$ cat config.mk
export PLATFORM = sky130hd
export DESIGN_NAME = fp_to_int_flat
export DESIGN_NICKNAME = d
export VERILOG_FILES = /design/src/rtl/fpu_pkg.sv /design/src/rtl/fp_to_int_if.sv /design/src/rtl/fp_classify.sv /design/src/rtl/fp_to_int.sv /design/src/flat_wrapper.sv
export SDC_FILE = /design/constraint.sdc
export NUM_CORES = 1
export LEC_CHECK = 0
export CAP_MARGIN = 5
export CORE_MARGIN = 3
export CORE_UTILIZATION = 50
export DETAILED_ROUTE_END_ITERATION = 10
export GPL_TIMING_DRIVEN = 0
export PLACE_DENSITY = 0.71
export SKIP_LAST_GASP = 1
export SLEW_MARGIN = 10
export SYNTH_ARGS = -nofsm -noshare
export SYNTH_HDL_FRONTEND = slang
export SYNTH_SLANG_ARGS = --single-unit
export TNS_END_PERCENT = 5
$ cat constraint.sdc
create_clock -name clk -period 3.22 [get_ports clk]
set_input_delay 0.644 -clock clk [delete_from_list [all_inputs] [get_ports clk]]
set_output_delay 0.644 -clock clk [all_outputs]
set_load 0.02 [all_outputs]
$ cat src/rtl/fpu_pkg.sv
// +--------------------------------------------------------------------------+
// | fpu_pkg: shared FPU field widths, special-value constants, FSM states.   |
// | Rev 1.0                                                                  |
// +--------------------------------------------------------------------------+
`default_nettype none

package fpu_pkg;

  localparam int C_INT_SIZE      = 32;
  localparam int C_PRECISION     = 32;
  localparam int C_EXPONENT_SIZE = 8;
  localparam int C_MANTISSA_SIZE = 23;
  localparam int C_EXP_BIAS      = 2**(C_EXPONENT_SIZE-1) - 1;

  localparam logic [C_EXPONENT_SIZE-1:0] C_EXP_ONES = '1;
  localparam logic [C_EXPONENT_SIZE-1:0] C_EXP_ZERO = '0;

  localparam logic [C_INT_SIZE-1:0] C_SAT_POS = {1'b0, {(C_INT_SIZE-1){1'b1}}};
  localparam logic [C_INT_SIZE-1:0] C_SAT_NEG = {1'b1, {(C_INT_SIZE-1){1'b0}}};

  // Working register: integer part (one spare bit) above mantissa_size fraction bits
  localparam int C_WORK_W = C_INT_SIZE + C_MANTISSA_SIZE + 1;
  localparam int C_CNT_W  = $clog2(C_INT_SIZE);

  typedef logic signed [C_EXPONENT_SIZE:0] fpu_exp_t;

  typedef enum logic [1:0] {
    ST_IDLE     = 2'd0,
    ST_CLASSIFY = 2'd1,
    ST_SHIFT    = 2'd2,
    ST_ROUND    = 2'd3
  } fpu_state_t;

endpackage

`default_nettype wire

$ cat src/rtl/fp_to_int_if.sv
// +--------------------------------------------------------------------------+
// | fp_to_int_if: request/result bundle of the float-to-integer converter.   |
// | Rev 1.0                                                                  |
// +--------------------------------------------------------------------------+
`default_nettype none

interface fp_to_int_if;
  import fpu_pkg::*;

  logic                   start;
  logic [C_PRECISION-1:0] fp;
  logic                   busy;
  logic                   done;
  logic [C_INT_SIZE-1:0]  int_out;
  logic                   invalid;
  logic                   inexact;

  modport master (output start, fp, input busy, done, int_out, invalid, inexact);
  modport slave  (input start, fp, output busy, done, int_out, invalid, inexact);
endinterface

`default_nettype wire

$ cat src/rtl/fp_classify.sv
// +--------------------------------------------------------------------------+
// | fp_classify: combinational field decode (NaN/inf/zero/denormal, e).      |
// | Rev 1.0                                                                  |
// +--------------------------------------------------------------------------+
`default_nettype none

module fp_classify
  import fpu_pkg::*;
(
  input  logic [C_PRECISION-1:0]     i_fp,
  output logic                       o_sign,
  output logic                       o_is_nan,
  output logic                       o_is_inf,
  output logic                       o_is_zero,
  output logic                       o_is_denorm,
  output fpu_exp_t                   o_exp_unb,
  output logic [C_MANTISSA_SIZE-1:0] o_mantissa
);

  logic [C_EXPONENT_SIZE-1:0] w_exp;
  logic                       w_man_nz;

  assign w_exp       = i_fp[C_PRECISION-2 -: C_EXPONENT_SIZE];
  assign o_mantissa  = i_fp[C_MANTISSA_SIZE-1:0];
  assign o_sign      = i_fp[C_PRECISION-1];
  assign w_man_nz    = |o_mantissa;

  assign o_is_nan    = (w_exp == C_EXP_ONES) &&  w_man_nz;
  assign o_is_inf    = (w_exp == C_EXP_ONES) && !w_man_nz;
  assign o_is_zero   = (w_exp == C_EXP_ZERO) && !w_man_nz;
  assign o_is_denorm = (w_exp == C_EXP_ZERO) &&  w_man_nz;
  assign o_exp_unb   = fpu_exp_t'({1'b0, w_exp}) - fpu_exp_t'(C_EXP_BIAS);

endmodule

`default_nettype wire

$ cat src/rtl/fp_to_int.sv
// +--------------------------------------------------------------------------+
// | fp_to_int: multi-cycle float to signed integer, one shift per cycle.     |
// | FP_TO_INT_ROUND_EN selects round-to-nearest-even, else truncation.       |
// | Rev 1.0                                                                  |
// +--------------------------------------------------------------------------+
`default_nettype none

module fp_to_int
  import fpu_pkg::*;
(
  input  logic        clk,
  input  logic        reset,
  fp_to_int_if.slave  bus
);

  fpu_state_t                 r_state, w_state_next;
  logic [C_PRECISION-1:0]     r_fp;
  logic [C_WORK_W-1:0]        r_work;
  logic                       r_sticky;
  logic [C_CNT_W-1:0]         r_cnt;
  logic                       r_left;
  logic [C_INT_SIZE-1:0]      r_int;
  logic                       r_invalid, r_inexact, r_done;

  logic                       w_sign, w_is_nan, w_is_inf, w_is_zero, w_is_denorm;
  fpu_exp_t                   w_e;
  logic [C_MANTISSA_SIZE-1:0] w_man;
  logic [C_INT_SIZE-1:0]      w_sat, w_rounded, w_res_int;
  logic [C_INT_SIZE:0]        w_mag, w_mag_rnd;
  logic                       w_guard, w_sticky, w_ovf;
  logic                       w_load, w_res_inv, w_res_inx, w_go_normal;
  logic [C_CNT_W-1:0]         w_shift_cnt;

  fp_classify u_classify (
    .i_fp        (r_fp),
    .o_sign      (w_sign),
    .o_is_nan    (w_is_nan),
    .o_is_inf    (w_is_inf),
    .o_is_zero   (w_is_zero),
    .o_is_denorm (w_is_denorm),
    .o_exp_unb   (w_e),
    .o_mantissa  (w_man)
  );

  assign w_sat       = w_sign ? C_SAT_NEG : C_SAT_POS;
  // Only e == -1 reaches SHIFT with a negative exponent
  assign w_shift_cnt = w_e[C_EXPONENT_SIZE] ? C_CNT_W'(1) : w_e[C_CNT_W-1:0];

  assign w_mag    = r_work[C_WORK_W-1:C_MANTISSA_SIZE];
  assign w_guard  = r_work[C_MANTISSA_SIZE-1];
  assign w_sticky = r_sticky | (|r_work[C_MANTISSA_SIZE-2:0]);

`ifdef FP_TO_INT_ROUND_EN
  assign w_mag_rnd = w_mag + {{C_INT_SIZE{1'b0}}, w_guard & (w_sticky | w_mag[0])};
`else
  assign w_mag_rnd = w_mag;
`endif

  // Negative results may reach magnitude 2^(int_size-1), positive ones may not
  assign w_ovf     = w_sign ? (w_mag_rnd > {1'b0, C_SAT_NEG}) : (w_mag_rnd > {1'b0, C_SAT_POS});
  assign w_rounded = w_sign ? (C_INT_SIZE'(0) - w_mag_rnd[C_INT_SIZE-1:0]) : w_mag_rnd[C_INT_SIZE-1:0];

  always_comb begin
    w_state_next = r_state;
    w_load       = 1'b0;
    w_res_int    = '0;
    w_res_inv    = 1'b0;
    w_res_inx    = 1'b0;
    w_go_normal  = 1'b0;
    case (r_state)
      ST_IDLE: begin
        if (bus.start) w_state_next = ST_CLASSIFY;
      end
      ST_CLASSIFY: begin
        w_load       = 1'b1;
        w_state_next = ST_IDLE;
        if (w_is_nan) begin
          w_res_int = C_SAT_POS;
          w_res_inv = 1'b1;
        end else if (w_is_inf) begin
          w_res_int = w_sat;
          w_res_inv = 1'b1;
        end else if (w_e >= fpu_exp_t'(C_INT_SIZE-1)) begin
          w_res_int = w_sat;
          w_res_inv = !(w_sign && (w_e == fpu_exp_t'(C_INT_SIZE-1)) && (w_man == '0));
        end else if (w_is_zero || w_is_denorm || (w_e <= fpu_exp_t'(-2))) begin
          w_res_inx = !w_is_zero;
        end else begin
          w_load       = 1'b0;
          w_go_normal  = 1'b1;
          w_state_next = (w_e == '0) ? ST_ROUND : ST_SHIFT;
        end
      end
      ST_SHIFT: begin
        if (r_cnt == C_CNT_W'(1)) w_state_next = ST_ROUND;
      end
      ST_ROUND: begin
        w_load       = 1'b1;
        w_state_next = ST_IDLE;
        w_res_int    = w_ovf ? w_sat : w_rounded;
        w_res_inv    = w_ovf;
        w_res_inx    = w_guard | w_sticky;
      end
      default: w_state_next = ST_IDLE;
    endcase
  end

  always_ff @(posedge clk or negedge reset) begin
    if (!reset) r_state <= ST_IDLE;
    else        r_state <= w_state_next;
  end

  always_ff @(posedge clk or negedge reset) begin
    if (!reset) begin
      r_fp      <= '0;
      r_work    <= '0;
      r_sticky  <= 1'b0;
      r_cnt     <= '0;
      r_left    <= 1'b0;
      r_int     <= '0;
      r_invalid <= 1'b0;
      r_inexact <= 1'b0;
      r_done    <= 1'b0;
    end else begin
      r_done <= w_load;
      if (w_load) begin
        r_int     <= w_res_int;
        r_invalid <= w_res_inv;
        r_inexact <= w_res_inx;
      end
      case (r_state)
        ST_IDLE: begin
          if (bus.start) r_fp <= bus.fp;
        end
        ST_CLASSIFY: begin
          if (w_go_normal) begin
            r_work   <= C_WORK_W'({1'b1, w_man});
            r_sticky <= 1'b0;
            r_cnt    <= w_shift_cnt;
            r_left   <= !w_e[C_EXPONENT_SIZE];
          end
        end
        ST_SHIFT: begin
          r_cnt <= r_cnt - C_CNT_W'(1);
          if (r_left) begin
            r_work <= r_work << 1;
          end else begin
            r_work   <= r_work >> 1;
            r_sticky <= r_sticky | r_work[0];
          end
        end
        default: ;
      endcase
    end
  end

  assign bus.busy    = (r_state != ST_IDLE);
  assign bus.done    = r_done;
  assign bus.int_out = r_int;
  assign bus.invalid = r_invalid;
  assign bus.inexact = r_inexact;

endmodule

`default_nettype wire

$ cat src/flat_wrapper.sv
// flat-port wrapper written by rule: the top's interface ports become plain ports
module fp_to_int_flat import fpu_pkg::*;
  (clk, reset, bus_start, bus_fp, bus_busy, bus_done, bus_int_out, bus_invalid, bus_inexact);
  fp_to_int_if bus_i ();
  input  logic clk;
  input  logic reset;
  input wire logic [$bits(bus_i.start)-1:0] bus_start;
  input wire logic [$bits(bus_i.fp)-1:0] bus_fp;
  output wire logic [$bits(bus_i.busy)-1:0] bus_busy;
  output wire logic [$bits(bus_i.done)-1:0] bus_done;
  output wire logic [$bits(bus_i.int_out)-1:0] bus_int_out;
  output wire logic [$bits(bus_i.invalid)-1:0] bus_invalid;
  output wire logic [$bits(bus_i.inexact)-1:0] bus_inexact;
  assign bus_i.start = bus_start;
  assign bus_i.fp = bus_fp;
  assign bus_busy = bus_i.busy;
  assign bus_done = bus_i.done;
  assign bus_int_out = bus_i.int_out;
  assign bus_invalid = bus_i.invalid;
  assign bus_inexact = bus_i.inexact;
  fp_to_int u_core (.clk(clk), .reset(reset), .bus(bus_i));
endmodule
==> key figures <==
Clocking
  • Reg clk slew, reported paths: 60 ps
  • Total clock sinks: about 130
  • CTS Buf Count: 17
  • Resize count post-CTS: 0
  • TritonCTS clock tree: done
  • Postcts setup bufs: 0
  • Max clock buf depth: 2
  • Post-CTS Hold Fix Bufs: 0
  • Skew-Pair Late Insertion Delay: roughly 420 ps
  • H-tree levels: 4
  • Root Buffer: clkbuf_16

Run status
  • Outcome: complete, no violations

Timing
  • Final Hold Vio Count: 0
  • RSZ-0062 raised after global routing: false
  • Final setup margin: between 150 and 200 ps
  • Achievable Freq: 329 MHz
  • Setup TNS: 0 ps
  • Final slew viol count: 0
  • Layout Skew: ~8.4 ps
  • Post-layout min period: roughly 3000 ps
  • Fin crit share: 94.4%
  • Rel. slew slack: about 45%
  • Worst slew pin tran: around 830 ps
  • Final setup violating endpoints: 0

Setup path
  • Critical Path Sink Type: register
  • Worst path slowest cell: dfrtp_1
  • Critical path cell sequence: ha_1, buf_2, or3b_1, a211oi_2, a31oi_2, o221ai_2, nor2b_1, buf_2, buf_2, inv_1, o221ai_1
  • Critical Path RT: between 3000 and 4000 ps
  • Setup CP Type: register to register
  • CP arrival: about 3400 ps
  • CP bufs+invs: 4
  • CP Max Fanout: 10
  • Startpoint types: register
  • Most common cell on crit path: buf_2
  • Largest stage delay, worst path: approximately 470 ps
  • Family with the most delay on the worst path: compound AO/OA/AOI/OAI gates

Detailed routing
  • Via Count: slightly above 6000
  • DRC viols: 0
  • Post-Route WL: 19.1 mm
  • DRT antenna net count: 0
  • Via density: 5.77
  • Post-DR wirelength/cell: 17.9 um
  • Initial DRT Pass Iterations: 4
  • DRT iter0 DRCs: between 300 and 400

Finish
  • Final net count: 891
  • Share of layout cells above drive strength 1: a little under a fifth
  • Most common cell after layout, fill and taps aside: dfrtp_1
  • Layout Area Growth over Synthesis: 20.4%
  • N_diodes: 0
  • Most frequent cells in the layout: 132 x dfrtp_1, 69 x nor2_1, 69 x clkdlybuf4s50_1
  • Final Util: between 60% and 70%

Logic synthesis
  • Synth area leader: dfrtp_1
  • Asr flop ratio synth: 100%
  • #FFs+latches synth: 132
  • Synthesized area per cell: 10.5 um2
  • Synth cell types: 70
  • Ys Warns: 0
  • Top post-synthesis cells by area: dfrtp_1 42%, mux2_2 8.1%, mux2i_1 7.2%
  • Dominant synthesized flop cell: dfrtp_1
  • Top cell type's share of synthesized area: a little over two fifths
  • Synthesized Nets: about 800
  • EDFF count, synth: 0
  • Mapped cell area: around 7900 um2
  • Mapped Cells: around 750
  • Post-synthesis sequential area ratio: between 40% and 50%

Die
  • Initial core utilization: approximately half
  • Die Y: 132 um
  • Top-Level Pins: roughly 70
  • Total Die Area: between 15000 and 20000 um2
  • Die W: 132 um
  • # rows: 45
  • Core area: 15400 um2

Global routing
  • Largest net degree at the start of global routing: 76
  • Total gr overflow: 0
  • Antenna violations before repair: 0
  • First-pass GRT wire length: about 32 mm
  • Vias in the first global route: 6108
  • All-Layer GR Usage: between 20% and 30%

Min path
  • Worst hold path type: primary input to asynchronous set/reset pin

Place
  • Routability cong.: ~0.92
  • DP Worst Slack: around 220 ps
  • Post-DP HPWL: approximately 14 mm
  • # port buffers: 70

Power
  • Pwr dens: just over 1000 nW/um2
  • Post-layout power: about 0.01 W
  • VDD IR max: 0.467 mV
  • Pleak: about 4.3 nW

Job
  • Max-Cap Viols: 0
==> per-layer routing <==
| metal | GRT usage (%) | share of wire, % |
|---|---|---|
| met1 | 30.0 | 46 |
| met4 | 8.40 | 2.5 |
| met2 | 36.1 | 48 |
| met3 | 3.51 | 3.7 |
| met5 | 0 | 0 |
==> flip-flops by register name, summed over array words and instances, names as in the netlist, named ones only <==
signal and cells:
u_core.r_fp 32, u_core.bus.invalid 1, u_core.bus.inexact 1, u_core.r_cnt 5
u_core.r_state 1, u_core.r_sticky 1, u_core.r_left 1, u_core.bus.int_out 32
u_core.bus.done 1, u_core.r_work 56
==> logic make-up after synthesis <==
kind of cell             count (synthesis)  share of synthesized area (%)
adder cells (fa/ha/maj)                 14                           2.21
AO/OA/AOI/OAI                          134                           13.1
XOR/XNOR                                32                           3.53
AND/OR/NAND/NOR                        212                           13.6
buffers and inverters                   84                           4.88
flip-flops                             132                           41.7
multiplexers                           144                           21.0
==> power by group <==
group	total (W)	switching [W]	internal, W
sequential	0.00279	0.000508	0.00228
combinational	0.00500	0.00262	0.00238
clock	0.00199	0.000732	0.00126
==> path summary, 6_finish.rpt <==
check | from | to | slack (ps) | cells past startpoint
setup / recovery | u_core.r_fp[23] | u_core.bus.int_out[31] | 180 | 11
hold / removal | reset | u_core.bus.int_out[21] | 190 | 1
setup reg to reg | u_core.r_fp[23] | u_core.bus.int_out[31] | 180 | 11
hold reg to reg | u_core.bus.int_out[3] | u_core.bus.int_out[3] | 500 | 1
max in group asynchronous | reset | u_core.r_work[20] | 2280 | 2
min in group clk | u_core.bus.int_out[3] | u_core.bus.int_out[3] | 500 | 1
==> stage by stage <==
step	hold WS, ps	cell area [um2]	instances
finish	190	9540	1066
floorplan	348	7930	752
global route	233	9540	1066
CTS	203	9540	1066
global placement	467	8890	1033
detailed placement	494	8920	1034
==> layout make-up <==
class	instances	area, um2
tap	211	264
sequential	132	3300
multi-input combinational	536	4250
inverter	18	67.6
timing repair buffer	71	729
fill	1262	5830
buffer	66	319
clock buffer	21	460
clock inverter	11	153
==> cells in the mapped netlist (all sizes together), types with 17 or more instances <==
cell    count
inv        17
mux2i      57
buf        31
nand4      20
a221o      30
mux2       87
o21ai      18
clkbuf     35
nand2      49
xor2       27
dfrtp     132
a21oi      28
nor4       20
nor2       69
Power figures use the tool's default switching activity.
